## src/rtl/fifo_block_packer_if.sv

```systemverilog
// Handshake bundle between the upstream FIFO read port, the block packer and the
// downstream block consumer. The master side is the packer itself.
interface fifo_block_packer_if #(
    parameter int DWIDTH = 16,
    parameter int BWIDTH = 128
);
    logic              fifo_rempty;
    logic              fifo_rrq;
    logic [DWIDTH-1:0] fifo_rdata;
    logic              blk_valid;
    logic              blk_ready;
    logic [BWIDTH-1:0] blk_data;

    modport master (
        input  fifo_rempty,
        input  fifo_rdata,
        input  blk_ready,
        output fifo_rrq,
        output blk_valid,
        output blk_data
    );

    modport slave (
        output fifo_rempty,
        output fifo_rdata,
        output blk_ready,
        input  fifo_rrq,
        input  blk_valid,
        input  blk_data
    );
endinterface

```

## src/rtl/fifo_block_packer.sv

```systemverilog
// Gathers NW consecutive FIFO read words into one BWIDTH block (first word in the
// MSBs) and holds it with valid/ready until the downstream consumer takes it.
module fifo_block_packer #(
    parameter int DWIDTH = 16,
    parameter int BWIDTH = 128
) (
    input  logic                                rclk_i,
    input  logic                                arst_n_i,
    input  logic                                clr_i,
    fifo_block_packer_if.master                 bus,
    output logic [$clog2(BWIDTH/DWIDTH):0]      fill_lvl_o,
    output logic [15:0]                         blk_cnt_o
);
    localparam int NW = BWIDTH / DWIDTH;
    localparam int CW = $clog2(NW) + 1;

    typedef enum logic {FILL, HOLD} state_t;

    state_t            state_q;
    logic              run_q;
    logic              pend_q;
    logic [CW-1:0]     issued_q;
    logic [CW-1:0]     fill_q;
    logic              blk_valid_q;
    logic [BWIDTH-1:0] blk_data_q;
    logic [BWIDTH-1:0] blk_data_d;
    logic [15:0]       blk_cnt_q;

    logic rrq;
    logic capture;
    logic last_word;
    logic hshake;

    // run_q keeps requests off until the first edge after reset release.
    always_comb begin
        rrq       = (state_q == FILL) && run_q && !bus.fifo_rempty &&
                    (issued_q < CW'(NW)) && !clr_i;
        capture   = (state_q == FILL) && pend_q;
        last_word = capture && (fill_q == CW'(NW - 1));
        hshake    = blk_valid_q && bus.blk_ready;
    end

    for (genvar gi = 0; gi < NW; gi++) begin : g_lane
        assign blk_data_d[BWIDTH-1-gi*DWIDTH -: DWIDTH] =
            (capture && (fill_q == CW'(gi))) ? bus.fifo_rdata
                                             : blk_data_q[BWIDTH-1-gi*DWIDTH -: DWIDTH];
    end

    always_ff @(posedge rclk_i or negedge arst_n_i) begin
        if (!arst_n_i) begin
            state_q     <= FILL;
            run_q       <= 1'b0;
            pend_q      <= 1'b0;
            issued_q    <= '0;
            fill_q      <= '0;
            blk_valid_q <= 1'b0;
            blk_data_q  <= '0;
            blk_cnt_q   <= '0;
        end else begin
            run_q <= 1'b1;
            if (clr_i) begin
                // Abort wins over a same-cycle handshake; an in-flight read is dropped.
                state_q     <= FILL;
                pend_q      <= 1'b0;
                issued_q    <= '0;
                fill_q      <= '0;
                blk_valid_q <= 1'b0;
            end else if (state_q == HOLD) begin
                if (hshake) begin
                    state_q     <= FILL;
                    issued_q    <= '0;
                    fill_q      <= '0;
                    blk_valid_q <= 1'b0;
                    blk_cnt_q   <= blk_cnt_q + 16'd1;
                end
            end else begin
                pend_q <= rrq;
                if (rrq) begin
                    issued_q <= issued_q + CW'(1);
                end
                if (capture) begin
                    blk_data_q <= blk_data_d;
                    fill_q     <= fill_q + CW'(1);
                end
                if (last_word) begin
                    state_q     <= HOLD;
                    blk_valid_q <= 1'b1;
                end
            end
        end
    end

    assign bus.fifo_rrq  = rrq;
    assign bus.blk_valid = blk_valid_q;
    assign bus.blk_data  = blk_data_q;
    assign fill_lvl_o    = fill_q;
    assign blk_cnt_o     = blk_cnt_q;
endmodule
```

## src/flat_wrapper.sv

```systemverilog
// flat-port wrapper written by rule: the top's interface ports become plain ports
module fifo_block_packer_flat 
#(
    parameter int DWIDTH = 16,
    parameter int BWIDTH = 128
)
  (rclk_i, arst_n_i, clr_i, fill_lvl_o, blk_cnt_o, bus_fifo_rempty, bus_fifo_rdata, bus_blk_ready, bus_fifo_rrq, bus_blk_valid, bus_blk_data);
  fifo_block_packer_if #(.DWIDTH(DWIDTH), .BWIDTH(BWIDTH)) bus_i ();
  input  logic rclk_i;
  input  logic arst_n_i;
  input  logic clr_i;
  output logic [$clog2(BWIDTH/DWIDTH):0] fill_lvl_o;
  output logic [15:0] blk_cnt_o;
  input wire logic [$bits(bus_i.fifo_rempty)-1:0] bus_fifo_rempty;
  input wire logic [$bits(bus_i.fifo_rdata)-1:0] bus_fifo_rdata;
  input wire logic [$bits(bus_i.blk_ready)-1:0] bus_blk_ready;
  output wire logic [$bits(bus_i.fifo_rrq)-1:0] bus_fifo_rrq;
  output wire logic [$bits(bus_i.blk_valid)-1:0] bus_blk_valid;
  output wire logic [$bits(bus_i.blk_data)-1:0] bus_blk_data;
  assign bus_i.fifo_rempty = bus_fifo_rempty;
  assign bus_i.fifo_rdata = bus_fifo_rdata;
  assign bus_i.blk_ready = bus_blk_ready;
  assign bus_fifo_rrq = bus_i.fifo_rrq;
  assign bus_blk_valid = bus_i.blk_valid;
  assign bus_blk_data = bus_i.blk_data;
  fifo_block_packer #(.DWIDTH(DWIDTH), .BWIDTH(BWIDTH)) u_core (.rclk_i(rclk_i), .arst_n_i(arst_n_i), .clr_i(clr_i), .bus(bus_i), .fill_lvl_o(fill_lvl_o), .blk_cnt_o(blk_cnt_o));
endmodule
```

## config.mk

```make
export PLATFORM = sky130hd
export DESIGN_NAME = fifo_block_packer_flat
export DESIGN_NICKNAME = d
export VERILOG_FILES = /design/src/rtl/fifo_block_packer_if.sv /design/src/rtl/fifo_block_packer.sv /design/src/flat_wrapper.sv
export SDC_FILE = /design/constraint.sdc
export NUM_CORES = 1
export LEC_CHECK = 0
export BUFFER_PORTS_ARGS = -buffer_cell sky130_fd_sc_hd__buf_2
export CORE_MARGIN = 4
export CORE_UTILIZATION = 52
export DETAILED_ROUTE_END_ITERATION = 8
export PLACE_DENSITY = 0.77
export RECOVER_POWER = 100
export REMOVE_ABC_BUFFERS = 1
export SYNTH_ARGS = -nofsm -noshare
export SYNTH_HDL_FRONTEND = slang
export SYNTH_SLANG_ARGS = --single-unit
```

## constraint.sdc

```tcl
create_clock -name rclk_i -period 2.4 [get_ports rclk_i]
set_clock_uncertainty 0.15 [all_clocks]
set_input_delay 0.24 -clock rclk_i [delete_from_list [all_inputs] [get_ports rclk_i]]
set_output_delay 0.24 -clock rclk_i [all_outputs]
set_load 0.005 [all_outputs]
```

==> metrics, run 1 <==
Num CTS Buffers 17; port bufs 170; gr usage total 21.75%; placed cell areas 7194 um^2; setup ws final 0.2171 ns; relative slew slack -5.097%; WP data required 2.54 ns; reg2reg setup slack 0.22 ns; most common cell in the synthesized netlist dfrtp_1; Reg area 3904 um^2; 1st-pass router iterations 4; H-tree levels 4; Hold Path Sink u_core.bus.blk_data[53]; CP Max Fanout 17; async set-reset flop share out of synthesis 100.0%; met3 usage 6.373%; Synth area leader dfrtp_1; register area share after synthesis 63.76%; # fillers 907; failing checks max-capacitance violations, max-slew violations; peak supply drop 0.0005863 V; Clk Latency, worst-skew pair 0.41 ns; yosys warns 0; GR Util met1 25.85%; number of global-route vias before repair 4148; grt total ovfl 0; DR iter-0 viols 120; DR DRC count 0; RSZ-0062 raised after global routing false; Area Growth Syn to Fin 23.93%; CP arrival 2.33 ns; Final min period 2.183 ns; DP HPWL 10050 um; Core Rows 39; initial antenna violation count 0; full die area 13570 um^2; FF-to-FF Start u_core.state_q; share of the synthesized area in the top cell type 63.76%; Final Routed Wirelength 14240 um; Reg2Reg Depth 4; Worst setup startpoint u_core.state_q; Post-synth EDFFs 0; Mean Syn Cell Area 15.50 um^2; first-pass GRT wire length 22110 um; pre-CTS setup slack 0.3169 ns; Max Cap Viol 1; status complete, but fails checks; Starting Density 53.39%; TNS Setup 0 ns; Worst R2R End u_core.bus.blk_data[6]; Final Hold Vio Count 0; detailed-route via count 3939; Setup CP Type flop to flop; busiest grt layer met2; clk sinks 156; I/O Pins 171; leading post-synthesis cells by cell area dfrtp_1 (64%), mux2_2 (24%), xnor2_1 (1.6%); number of synthesized register bits 156; Synth Cell Area 6122 um^2; met2 GRT Util 37.57%; Root Buffer clkbuf_16; design area 7587 um^2; leakage 3.937 nW; Startpoint Class flop; crit share post-route 90.95%; Synth Instances 395; clk slew on worst S/H paths 0.06 ns; Post-synth top flop dfrtp_1; Hold Path Class input port to flop; crit path capture type flop; layout cell share with drive strength beyond 1 40.60%; unique cell type count in the Yosys netlist 36; utilization after layout 66.16%; drt via density 5.294; Post-CTS Resized 0; antenna fix cells 0; post-route ant nets 0; CTS tree yes; nets 617; routed length per instance 19.13 um; core area 11470 um^2; hold depth 2; largest net degree at the start of global routing 63; maximum clock insertion buffer count 2; Power Density 726.4 nW/um^2; fin. max-slew vios 61; max frequency 458.1 MHz; Slew @ Worst Pin 1.576 ns; Worst Hold Launch bus_fifo_rdata[5]; die extent in y 116.5 um; DIE WIDTH 116.5 um; area of the multi-input gates 2118 um^2; routability cong. 0.8071; Post-synth top cells dfrtp_1 (156), mux2_2 (129), nor2_1 (13); setup violators final 0
stage by stage:
stage	hold slack (ns)	total power [mW]	cells
global placement	0.09890	3.229	710
CTS	0.00008138	5.597	744
finish	0.02015	5.512	744
floorplan	-0.2056	2.982	384
global route	0.01452	5.740	744
detailed placement	0.1078	3.250	710
how the worst max path moves through the flow:
| stage | end | slack, ns | cells after the start |
|---|---|---|---|
| 6_report | u_core.bus.blk_data[6] | 0.22 | 4 |
| 5_1_grt | u_core.bus.blk_data[9] | 0.09 | 5 |
| 4_1_cts | u_core.bus.blk_data[111] | 0.32 | 3 |
| 3_5_place_dp | u_core.bus.blk_data[104] | 0.32 | 3 |
| 3_3_place_gp | u_core.bus.blk_data[86] | 0.40 | 3 |
| 2_1_floorplan | u_core.blk_cnt_o[9] | 0.59 | 4 |
layout by cell type, fill, tap and decap left out, types with 2 or more instances in the layout:
cell type / count
a31oi_1: 2
dfrtp_1: 156
clkbuf_8: 2
clkbuf_1: 108
buf_2: 69
dlygate4sd3_1: 4
buf_12: 2
and3_1: 3
and4_1: 2
inv_1: 3
nand4_1: 3
nor3_1: 3
buf_4: 3
nand2_2: 7
clkbuf_2: 5
nor2b_1: 4
xor2_1: 8
nor2_1: 13
o211ai_1: 2
clkbuf_16: 17
xnor2_1: 11
ha_1: 6
nand2_1: 11
clkinv_2: 4
mux2_2: 129
clkinvlp_4: 2
nand3_1: 5
cell type report:
type                            instances  share of cell area, %
Sequential cell                       156                  51.45
Multi-Input combinational cell        225                  27.92
Timing Repair Buffer                  187                  11.38
Clock buffer                           23                  6.168
Tap cell                              143                  2.358
Clock inverter                          7                 0.5772
Inverter                                3                 0.1484
critical path: stages, from the launching register on:
cell and delay [ns]:
dfrtp_1 0.52, nor4b_4 0.52, nand2_2 0.06, clkbuf_2 0.40
mux2_2 0.41
logic make-up (layout without fill, tap and decap cells):
logic type | Yosys count | after routing | share of synthesized area, %
compound gates | 10 | 10 | 1.144
xor+xnor | 19 | 19 | 2.718
fa+ha+maj | 6 | 6 | 1.226
buf+inv | 14 | 220 | 1.594
flops | 156 | 156 | 63.76
mux | 130 | 130 | 23.89
other cells | 1 | 1 | 0.06125
simple gates | 59 | 59 | 5.600
what timing repair did:
action / 4_1_cts / 5_1_grt
hold buffers: 4 / 0
setup buffers: 0 / 0
endpoints found under the hold margin: 72 / 0
sequential cells by signal, indices dropped and copies added, names as in the netlist:
name and flops:
u_core.state_q 1, u_core.pend_q 1, u_core.blk_cnt_o 16, u_core.bus.blk_data 128, u_core.fill_lvl_o 4, u_core.issued_q 4, u_core.run_q 1, u_core.bus.blk_valid 1
layer usage:
| layer | vias to the layer above | share of wire, % | wire length [um] |
|---|---|---|---|
| met4 | 0 | 1.5 | 216 |
| met1 | 2017 | 39 | 5551 |
| met3 | 16 | 6.5 | 931 |
| li1 | 1791 | - | - |
| met2 | 115 | 53 | 7535 |
| met5 | - | 0 | 0 |
power by group:
part	switching [mW]	internal [mW]
combinational	0.199	0.169
sequential	0.0659	2.75
clock	0.973	1.36
(Power assumes the default switching activity.)
==> run 2: changes to the inputs <==
Settings changed: CELL_PAD_IN_SITES_DETAIL_PLACEMENT set to 0, CELL_PAD_IN_SITES_GLOBAL_PLACEMENT set to 1, CORE_UTILIZATION 52 to 42, GPL_ROUTABILITY_DRIVEN set to 0, PLACE_DENSITY 0.77 to 0.76.
==> run 2 against run 1 <==
Compared with the run above: the run now ends clean; via count rose by 0.74%; sequential power about the same; final area is 1.9% higher; total power grew 5.5%; die area rose by 22%; core utilization down 11 points; clock power increased by 13%; setup slack worse by 0.015 ns; first-iteration DRC count grew 49%; critical path depth increased by 2; register-to-register slack about the same; critical path type unchanged.
==> metrics, run 2 (same netlist as run 1, synthesis figures left out) <==
status finished, final reports clean; 1st-pass router iterations 4; routed length per instance 19.28 um; DR iter-0 viols 179; crit share post-route 91.57%; DR DRC count 0; number of global-route vias before repair 4212; I/O Pins 171; Num CTS Buffers 17; max frequency 455.0 MHz; Power Density 751.9 nW/um^2; die extent in y 128.7 um; WP data required 2.55 ns; post-route ant nets 0; Setup CP Type flop to flop; full die area 16570 um^2; layout cell share with drive strength beyond 1 40.76%; DIE WIDTH 128.7 um; initial antenna violation count 0; clk slew on worst S/H paths 0.06 ns; Slew @ Worst Pin 0.7095 ns; crit path capture type flop; max FFs per register 128; Max Cap Viol 0; Starting Density 43.43%; core area 14100 um^2; largest net degree at the start of global routing 59; Startpoint Class flop; first-pass GRT wire length 23500 um; setup violators final 0; gr usage total 18.73%; nets 622; commonest non-fill, non-tap cell in the layout dfrtp_1; antenna fix cells 0; met3 usage 6.102%; Post-CTS Hold Buffers 7; fin. max-slew vios 0; busiest grt layer met2; maximum clock insertion buffer count 2; leakage 3.994 nW; drt via density 5.048; relative slew slack 52.70%; Hold Path Class input port to flop; Post-CTS Setup Repair Bufs 0; CP arrival 2.35 ns; Area Growth Syn to Fin 26.30%; met2 GRT Util 29.82%; clk sinks 156; Final min period 2.198 ns; CTS tree yes; Final Routed Wirelength 15150 um; Root Buffer clkbuf_16; Post-CTS Resized 0; CP Max Fanout 7; commonest non-fill, non-tap cells in the layout dfrtp_1 (156), mux2_2 (129), clkbuf_1 (103), buf_2 (70), clkbuf_16 (17); setup ws final 0.2023 ns; Clk Latency, worst-skew pair 0.42 ns; # fillers 1239; pre-CTS setup slack 0.2939 ns; TNS Setup 0 ns; DP HPWL 10700 um; RSZ-0062 raised after global routing false; grt total ovfl 0; peak supply drop 0.0004591 V; Core Rows 43; H-tree levels 4; port bufs 170; GR Util met1 23.94%; Final Hold Vio Count 0; detailed-route via count 3968
==> run 2: path summary, 6_finish.rpt <==
kind | from | endpoint | slack (ns) | cells after the start
max in group asynchronous | arst_n_i | u_core.bus.blk_data[51] | 0.81 | 3
setup reg to reg | u_core.fill_lvl_o[0] | u_core.bus.blk_data[52] | 0.20 | 6
setup / recovery | u_core.fill_lvl_o[0] | u_core.bus.blk_data[52] | 0.20 | 6
hold / removal | bus_fifo_rdata[5] | u_core.bus.blk_data[37] | 0.01 | 2
min in group asynchronous | arst_n_i | u_core.issued_q[3] | 0.22 | 2
hold reg to reg | u_core.blk_cnt_o[15] | u_core.blk_cnt_o[15] | 0.32 | 1
==> run 2: metrics by stage <==
| step | total power, mW | hold WS [ns] | utilization, % | instances | instance area (um^2) |
|---|---|---|---|---|---|
| floorplan | 2.982 | -0.2056 | - | 384 | 6036 |
| global placement | 3.227 | 0.1020 | 51.56 | 749 | 7268 |
| detailed placement | 3.242 | 0.1069 | 51.56 | 749 | 7268 |
| CTS | 5.903 | 0.00006262 | 56.21 | 786 | 7924 |
| global route | 6.059 | 0.001039 | 54.86 | 786 | 7732 |
| finish | 5.814 | 0.01009 | 54.86 | 786 | 7732 |
==> run 2: area by class of cell <==
class                           instances  area [um^2]  area share, %
Clock buffer                           23        498.0          6.440
Tap cell                              180        225.2          2.913
Clock inverter                          7        87.58          1.133
Inverter                                3        11.26         0.1456
Multi-Input combinational cell        225         2111          27.30
Timing Repair Buffer                  192        895.9          11.59
Sequential cell                       156         3904          50.49
==> run 2: power breakdown <==
part | internal [mW] | leakage, nW | switching [mW]
Sequential | 2.75 | 2.14 | 0.0605
Clock | 1.65 | 0.291 | 0.991
Combinational | 0.172 | 1.57 | 0.195
==> run 2: layer usage <==
metal	share of wire (%)	wire length, um
met1	41	6140
met2	50	7635
met3	6.8	1038
met4	2.2	339
met5	0	0
==> run 2: worst max-delay path, cell delays in order, from the launching register on <==
cell and delay (ns):
dfrtp_1 0.49, inv_1 0.10, ha_1 0.21, nor2b_1 0.14, nand2_1 0.31, clkbuf_2 0.31, mux2_2 0.36
